$ cat src/rtl/bram_arbiter.sv
// Round-robin arbiter sharing one block-RAM port between I-cache and D-cache,
// with a watchdog that aborts a RAM access that never returns ram_valid.
`timescale 1ns/1ps
module bram_arbiter #(
  parameter int unsigned TIMEOUT = 15
) (
  input  logic        cpu_clk,
  input  logic        rst,
  input  logic        ic_req,
  input  logic [31:0] ic_addr,
  input  logic        dc_req,
  input  logic        dc_we,
  input  logic [31:0] dc_addr,
  input  logic [31:0] dc_wdata,
  output logic        ic_ack,
  output logic        dc_ack,
  output logic [31:0] rdata,
  output logic        err,
  output logic        busy,
  output logic        ram_req,
  output logic        ram_we,
  output logic [31:0] ram_addr,
  output logic [31:0] ram_wdata,
  input  logic        ram_valid,
  input  logic [31:0] ram_rdata
);

  typedef enum logic [1:0] {S_IDLE, S_ISSUE, S_WAIT, S_RESP} state_t;

  localparam logic [7:0] TO_LIMIT = 8'(TIMEOUT);

  state_t      r_state;
  state_t      w_next;
  logic        r_gnt_d;
  logic        r_last_d;
  logic        r_we;
  logic        r_err;
  logic [31:0] r_addr;
  logic [31:0] r_wdata;
  logic [31:0] r_rdata;
  logic [7:0]  r_cnt;

  logic w_any_req;
  logic w_pick_d;
  logic w_timeout;

  assign w_any_req = ic_req | dc_req;
  // D wins when alone, or when both request and I was granted last.
  assign w_pick_d  = dc_req & (~ic_req | ~r_last_d);
  assign w_timeout = (r_cnt == TO_LIMIT);

  always_ff @(posedge cpu_clk) begin
    if (rst) begin
      r_state <= S_IDLE;
    end else begin
      r_state <= w_next;
    end
  end

  always_comb begin
    w_next  = r_state;
    ram_req = 1'b0;
    busy    = 1'b1;
    ic_ack  = 1'b0;
    dc_ack  = 1'b0;
    err     = 1'b0;
    case (r_state)
      S_IDLE: begin
        busy = 1'b0;
        if (w_any_req) w_next = S_ISSUE;
      end
      S_ISSUE: begin
        ram_req = 1'b1;
        w_next  = S_WAIT;
      end
      S_WAIT: begin
        if (ram_valid || w_timeout) w_next = S_RESP;
      end
      S_RESP: begin
        ic_ack = ~r_gnt_d;
        dc_ack = r_gnt_d;
        err    = r_err;
        w_next = S_IDLE;
      end
      default: w_next = S_IDLE;
    endcase
  end

  always_ff @(posedge cpu_clk) begin
    if (rst) begin
      r_gnt_d  <= 1'b0;
      r_last_d <= 1'b0;
      r_we     <= 1'b0;
      r_err    <= 1'b0;
      r_addr   <= '0;
      r_wdata  <= '0;
      r_rdata  <= '0;
      r_cnt    <= '0;
    end else begin
      case (r_state)
        S_IDLE: begin
          if (w_any_req) begin
            r_gnt_d <= w_pick_d;
            r_addr  <= w_pick_d ? dc_addr : ic_addr;
            r_we    <= w_pick_d & dc_we;
            r_wdata <= w_pick_d ? dc_wdata : 32'd0;
          end
        end
        S_ISSUE: begin
          r_cnt <= '0;
        end
        S_WAIT: begin
          // A late ram_valid still wins over a timeout in the same cycle.
          if (ram_valid) begin
            r_rdata <= r_we ? 32'd0 : ram_rdata;
          end else if (w_timeout) begin
            r_err   <= 1'b1;
            r_rdata <= 32'd0;
          end else begin
            r_cnt <= r_cnt + 8'd1;
          end
        end
        S_RESP: begin
          r_last_d <= r_gnt_d;
          r_err    <= 1'b0;
        end
        default: ;
      endcase
    end
  end

  assign ram_we    = r_we;
  assign ram_addr  = r_addr;
  assign ram_wdata = r_wdata;
  assign rdata     = r_rdata;

endmodule

$ cat config.mk
export PLATFORM = sky130hd
export DESIGN_NAME = bram_arbiter
export DESIGN_NICKNAME = d
export VERILOG_FILES = /design/src/rtl/bram_arbiter.sv
export SDC_FILE = /design/constraint.sdc
export NUM_CORES = 1
export LEC_CHECK = 0
export CAP_MARGIN = 5
export CORE_AREA = 2 2 92 94
export CTS_CLUSTER_SIZE = 40
export DETAILED_ROUTE_END_ITERATION = 10
export DIE_AREA = 0 0 94 96
export DONT_BUFFER_PORTS = 1
export PLACE_DENSITY = 0.76
export SYNTH_ARGS = -nofsm -noshare
export SYNTH_HDL_FRONTEND = slang
export SYNTH_SLANG_ARGS = --single-unit
$ cat constraint.sdc
create_clock -name cpu_clk -period 3.4 [get_ports cpu_clk]
set_clock_uncertainty 0.15 [all_clocks]
set_input_delay 0.85 -clock cpu_clk [delete_from_list [all_inputs] [get_ports cpu_clk]]
set_output_delay 0.85 -clock cpu_clk [all_outputs]
set_load 0.02 [all_outputs]
==> results of run 1 <==
-- layer usage --
layer	vias up	share of wire (%)	GRT usage (%)
met3	17	7.8	6.265
met4	0	1.6	6.522
li1	1894	-	-
met2	182	49	40.83
met5	-	0	0
met1	1877	41	30.92
-- cell type report --
class                           count  area, um2
Clock inverter                      6      53.80
Sequential cell                   110       2202
Multi-Input combinational cell    332       2276
Clock buffer                       10      127.6
Timing Repair Buffer                6      57.56
Fill cell                         705       3060
Inverter                           38      142.6
Tap cell                          105      131.4
-- flip-flops by register name (all words and copies together) (netlist names) --
register   flops
rdata         32
r_last_d       1
r_state        2
r_gnt_d        1
ram_we         1
r_err          1
ram_wdata     32
r_cnt          8
ram_addr      32
-- synthesized netlist by cell type --
cell       number
dfxtp_1       110
a21oi_1        69
clkbuf_1       43
inv_1          38
nor2_1         38
mux2i_1        34
a32oi_1        33
nor3b_1        33
o21ai_0        33
o41ai_1        32
buf_2           7
nand2_1         7
or4_1           6
ha_1            5
nand2b_1        5
nand3_1         5
o311ai_0        4
and3_1          3
buf_1           3
a31oi_1         2
and2_1          2
nand3b_1        2
nor2b_1         2
o2111ai_1       2
a2111oi_0       1
a211oi_1        1
a21boi_1        1
a22oi_1         1
and3b_1         1
mux2_2          1
nand4_1         1
nor4_1          1
nor4bb_1        1
o211ai_1        1
o21a_1          1
o21ai_1         1
o221ai_1        1
or3_1           1
or3b_2          1
-- worst paths after layout --
kind	depth (start not counted)	from	slack, ns	to
max	3	r_state[0]$_SDFFE_PP0P_	0.85	busy
min	2	r_err$_SDFFE_PP0P_	0.33	r_err$_SDFFE_PP0P_
min reg2reg	2	r_err$_SDFFE_PP0P_	0.33	r_err$_SDFFE_PP0P_
max reg2reg	6	r_state[0]$_SDFFE_PP0P_	0.85	r_state[1]$_SDFFE_PP0P_
-- worst register-to-register path, delay by kind of cell, from the launching register on --
kind	cells	cell delay, ns
flip-flops	1	0.36
buffers and inverters	2	0.48
AO/OA/AOI/OAI	1	0.12
adder cells (fa/ha/maj)	1	0.49
AND/OR/NAND/NOR	2	0.85
-- cell usage in the layout (no fill, tap or decap), types with 4 or more instances in the layout --
cell type,count
buf_4,5
o41ai_1,32
a21oi_1,69
o21ai_0,33
nand2b_1,5
a32oi_1,33
clkbuf_8,9
mux2i_1,34
nor2_1,37
or4_1,6
o311ai_0,4
dfxtp_1,110
ha_1,5
nand2_1,7
nand3_1,5
inv_1,38
nor3b_1,33
-- cell families after synthesis --
| logic type | synth area share, % |
|---|---|
| adders and majority gates | 1.305 |
| and+or+nand+nor | 13.00 |
| AOI/OAI and AO/OA | 25.13 |
| buffers and inverters | 7.307 |
| DFF | 45.93 |
| muxes | 7.333 |
-- report_power, final --
group,switching (mW),internal (mW)
registers,0.565,1.59
clock network,0.452,0.281
logic,0.661,0.361
-- stage by stage --
stage / std cells / cell area (um2) / hold slack (ns) / utilization, % / total power, mW
after CTS: 607 / 4991 / 0.3298 / 61.99 / 3.930
after detailed placement: 591 / 4810 / 0.3150 / 59.74 / 3.198
final: 607 / 4991 / 0.3259 / 61.99 / 3.910
after global placement: 591 / 4810 / 0.3096 / 59.74 / 3.144
after floorplan: 533 / 4795 / 0.3017 / - / 2.975
after global routing: 607 / 4991 / 0.3710 / 61.99 / 4.148
==> summary.md, run 1 <==
| Metric | Value |
|---|---|
| Die Width | `94 um` |
| Vias | `3970` |
| Total grt overflow | `0` |
| Number of synthesized register bits | `110` |
| PortBufs | `0` |
| Vias per std cell | `6.540` |
| TNS Setup | `0 ns` |
| Syn_area_per_cell | `8.995 um2` |
| Final Hold Fails | `0` |
| Crit path kind | `reg -> out` |
| Peak supply drop | `0.4300 mV` |
| Fmax | `0.3926 GHz` |
| Cts hold-fix bufs | `0` |
| Gpl congestion | `0.8137` |
| Static Leak | `1.754 nW` |
| Worst-Margin Slew | `1.288 ns` |
| PwrDens | `783.3 nW/um2` |
| CTS resizes | `0` |
| Register area share after synthesis | `45.93%` |
| Post-synthesis net count | `672` |
| RSZ-0062 raised after global routing | `no` |
| Initial DRC count | `211` |
| # Max-Cap Violations | `0` |
| Drc violations | `0` |
| Pre-CTS WS | `0.8996 ns` |
| Critical Path AT | `1.55 ns` |
| GRT Resource Usage Total | `24.20%` |
| Cts bufs inserted | `9` |
| Routed WL per cell | `19.32 um` |
| Worst setup EP type | `primary output` |
| Clk pin slew, worst setup/hold paths | `0.10 ns` |
| WP buf/inv | `2` |
| 1st-pass router iterations | `5` |
| CP dominant cell by count | `inv_1` |
| Die Span Y | `96 um` |
| Crit start category | `register` |
| Area share of the largest cell type after synthesis | `45.93%` |
| CP Data Required Time | `2.40 ns` |
| # rows | `33` |
| Max Buffers Root-to-Sink | `2` |
| CP max FO | `14` |
| Mapped Area | `4795 um2` |
| Antenna Diode Count | `0` |
| CP cell instances | `inv_1, ha_1, inv_1` |
| Drt total wl | `11730 um` |
| Num Clock Sinks | `110` |
| Fin nets | `636` |
| Setup ws final | `0.8528 ns` |
| Fraction of layout cells with a size suffix above 1 | `5.578%` |
| Synth top area cells | `dfxtp_1 (46%), a21oi_1 (7.2%), mux2i_1 (7.1%)` |
| Cells after synthesis | `533` |
| Unique masters post-synth | `39` |
| Pins Over Slew Limit | `0` |
| H-tree depth | `3` |
| Post-CTS Setup Inserts | `0` |
| Core box area | `8051 um2` |
| CP top delay family | `adder cells` |
| Slowest-stage cell, CP | `ha_1` |
| CP peak stage delay | `0.49 ns` |
| Final ANT Viol Nets | `0` |
| Slew headroom | `14.10%` |
| First-pass GRT wire length | `17540 um` |
| Min Tclk post-route | `2.547 ns` |
| P&R area growth vs syn | `4.097%` |
| Ports | `236` |
| Largest net degree at the start of global routing | `111` |
| Yosys top cell by area | `dfxtp_1` |
| Worst hold path class | `reg -> reg` |
| Fin crit share | `74.92%` |
| Final HPWL DP | `7871 um` |
| CTS tree | `built` |
| Antenna violations before repair | `0` |
| Clk_lat worst skew | `0.36 ns` |
| Outcome | `finished clean` |
| Initial Util | `59.55%` |
| Final setup fails | `0` |
| CTS root buffer | `clkbuf_8` |
| DIE AREA | `9024 um2` |
| Yosys warns | `0` |
| Vias in the first global route | `3521` |
Power figures use the tool's default switching activity.
==> run 2, diff against run 1 <==
--- a/config.mk
+++ b/config.mk
@@ -6,12 +6,12 @@
 export NUM_CORES = 1
 export LEC_CHECK = 0
 export CAP_MARGIN = 5
-export CORE_AREA = 2 2 92 94
+export CORE_AREA = 2 2 91 93
 export CTS_CLUSTER_SIZE = 40
 export DETAILED_ROUTE_END_ITERATION = 10
-export DIE_AREA = 0 0 94 96
+export DIE_AREA = 0 0 93 95
 export DONT_BUFFER_PORTS = 1
-export PLACE_DENSITY = 0.76
+export PLACE_DENSITY = 0.77
 export SYNTH_ARGS = -nofsm -noshare
 export SYNTH_HDL_FRONTEND = slang
 export SYNTH_SLANG_ARGS = --single-unit
==> constraint.sdc (replaced) <==
create_clock -name cpu_clk -period 2.6 [get_ports cpu_clk]
set_clock_uncertainty 0.15 [all_clocks]
set_input_delay 0.65 -clock cpu_clk [delete_from_list [all_inputs] [get_ports cpu_clk]]
set_output_delay 0.65 -clock cpu_clk [all_outputs]
set_load 0.02 [all_outputs]
==> summary.md, run 2 (synthesis gave the netlist of run 1 again) <==
| Metric | Value |
|---|---|
| CP max FO | `36` |
| Antenna violations before repair | `0` |
| Clk_lat worst skew | `0.35 ns` |
| Crit path kind | `reg -> out` |
| Final Power | `5.300 mW` |
| # Max-Cap Violations | `0` |
| Most common cell after layout, fill and taps aside | `dfxtp_1` |
| Vias per std cell | `6.399` |
| Gpl congestion | `0.7994` |
| Final Non-Filler Cells | `612` |
| Worst setup EP type | `primary output` |
| Core box area | `7928 um2` |
| Reg2reg end | `rdata[24]$_SDFFE_PP0P_` |
| PwrDens | `1044 nW/um2` |
| Initial Util | `60.48%` |
| P&R area growth vs syn | `5.846%` |
| Static Leak | `1.797 nW` |
| Max Buffers Root-to-Sink | `2` |
| Fin util | `64.02%` |
| Vias in the first global route | `3672` |
| Int Power | `3.146 mW` |
| Min Tclk post-route | `2.465 ns` |
| M3 GR Usage | `6.864%` |
| Pins Over Slew Limit | `0` |
| Fraction of layout cells with a size suffix above 1 | `6.312%` |
| Cell area after layout | `5075 um2` |
| Outcome | `finished clean` |
| Ports | `236` |
| Drc violations | `0` |
| Reg2Reg Depth | `7` |
| Post-CTS Setup Inserts | `0` |
| Cts bufs inserted | `9` |
| Hold slack | `0.2404 ns` |
| Clock power share | `21.0%` |
| Die Span Y | `95 um` |
| CP peak stage delay | `0.36 ns` |
| Largest net degree at the start of global routing | `111` |
| Fmax | `0.4057 GHz` |
| 1st-pass router iterations | `5` |
| Final ANT Viol Nets | `0` |
| RSZ-0062 raised after global routing | `no` |
| Slowest-stage cell, CP | `buf_4` |
| Met2 Usage GRT | `43.18%` |
| Die Width | `93 um` |
| Post-DP Area | `4838 um2` |
| CP Depth | `5` |
| Sw Ratio | `40.64%` |
| Register-to-register setup slack | `0.58 ns` |
| Crit start category | `register` |
| Inst Count DP | `595` |
| Pre-CTS WS | `0.4748 ns` |
| Storage cell area | `2202 um2` |
| Commonest cells after routing, fill and taps aside | `dfxtp_1 (110), a21oi_1 (69), inv_1 (38)` |
| Multi-input logic area | `2275 um2` |
| Switching pwr | `2.154 mW` |
| Cts hold-fix bufs | `0` |
| CTS tree | `built` |
| Vias | `3916` |
| Routed WL per cell | `17.95 um` |
| CP endpoint | `busy` |
| Fill count | `647` |
| TNS Setup | `0 ns` |
| CP cell instances | `inv_1, ha_1, buf_4, inv_1, buf_4` |
| WP buf/inv | `4` |
| Peak supply drop | `0.5640 mV` |
| CP top delay family | `buffers and inverters` |
| # rows | `33` |
| Critical Path AT | `1.66 ns` |
| Drt total wl | `10990 um` |
| Clk pin slew, worst setup/hold paths | `0.10 ns` |
| DIE AREA | `8835 um2` |
| Final setup fails | `0` |
| Combinational share of power | `26.0%` |
| GRT Resource Usage Total | `23.45%` |
| CTS resizes | `0` |
| Final HPWL DP | `7367 um` |
| Num Clock Sinks | `110` |
| Total grt overflow | `0` |
| CP Data Required Time | `1.80 ns` |
| First-pass GRT wire length | `16910 um` |
| Reg power frac | `53.0%` |
| Worst-Margin Slew | `0.4942 ns` |
| Final Hold Fails | `0` |
| H-tree depth | `3` |
| Initial DRC count | `191` |
| Grt peak-use layer | `met2` |
| Slew headroom | `67.05%` |
| Worst hold path class | `in -> reg` |
| Reg-to-reg startpoint | `r_state[0]$_SDFFE_PP0P_` |
| Setup ws final | `0.1352 ns` |
| CTS root buffer | `clkbuf_8` |
| Antenna Diode Count | `0` |
| Setup crit start | `r_state[0]$_SDFFE_PP0P_` |
| Met1 global-route usage | `25.84%` |
| PortBufs | `0` |
| Fin crit share | `94.80%` |
| Fin nets | `641` |
-- run 2: final cells by class --
| type | count | area share (%) |
|---|---|---|
| Sequential cell | 110 | 43.39 |
| Timing Repair Buffer | 11 | 2.022 |
| Multi-Input combinational cell | 332 | 44.82 |
| Tap cell | 105 | 2.589 |
| Inverter | 38 | 2.811 |
| Clock inverter | 6 | 1.849 |
| Clock buffer | 10 | 2.515 |
-- run 2: worst min path at each step --
| stage | from | end | slack, ns | cells after the start |
|---|---|---|---|---|
| floorplan | r_err$_SDFFE_PP0P_ | r_err$_SDFFE_PP0P_ | 0.30 | 2 |
| global placement | r_err$_SDFFE_PP0P_ | r_err$_SDFFE_PP0P_ | 0.30 | 2 |
| detailed placement | r_err$_SDFFE_PP0P_ | r_err$_SDFFE_PP0P_ | 0.31 | 2 |
| CTS | rst | ram_wdata[13]$_SDFFE_PP0P_ | 0.19 | 1 |
| global route | rst | ram_wdata[13]$_SDFFE_PP0P_ | 0.17 | 1 |
| finish | ram_valid | rdata[29]$_SDFFE_PP0P_ | 0.24 | 1 |
-- run 2: power groups by stage --
stage	logic, mW	registers, mW	clock network, mW
after global routing	1.55	2.85	1.21
final	1.38	2.81	1.11
after detailed placement	1.35	2.84	0
after CTS	1.35	2.81	1.15
after global placement	1.28	2.83	0
after floorplan	1.14	2.75	0
-- run 2: metal layers --
| layer | share of wire, % | wire length (um) | up-vias |
|---|---|---|---|
| li1 | - | - | 1917 |
| met1 | 40 | 4368 | 1828 |
| met2 | 51 | 5599 | 163 |
| met3 | 8.4 | 921 | 8 |
| met4 | 0.90 | 99 | 0 |
| met5 | 0 | 0 | - |
-- run 2: worst reg2reg max path, stage by stage (launching register included) --
cell,delay (ns)
dfxtp_1,0.35
inv_1,0.12
ha_1,0.27
buf_4,0.25
nor4bb_4,0.21
buf_4,0.35
a21oi_1,0.14
o41ai_1,0.08
==> run 3, diff against run 2 <==
--- a/config.mk
+++ b/config.mk
@@ -7,6 +7,7 @@
 export LEC_CHECK = 0
 export CAP_MARGIN = 5
 export CORE_AREA = 2 2 91 93
+export CTS_CLUSTER_DIAMETER = 120
 export CTS_CLUSTER_SIZE = 40
 export DETAILED_ROUTE_END_ITERATION = 10
 export DIE_AREA = 0 0 93 95
==> results of run 3 <==
Same layout as run 2: the final DEF is identical, and so are final timing and power.
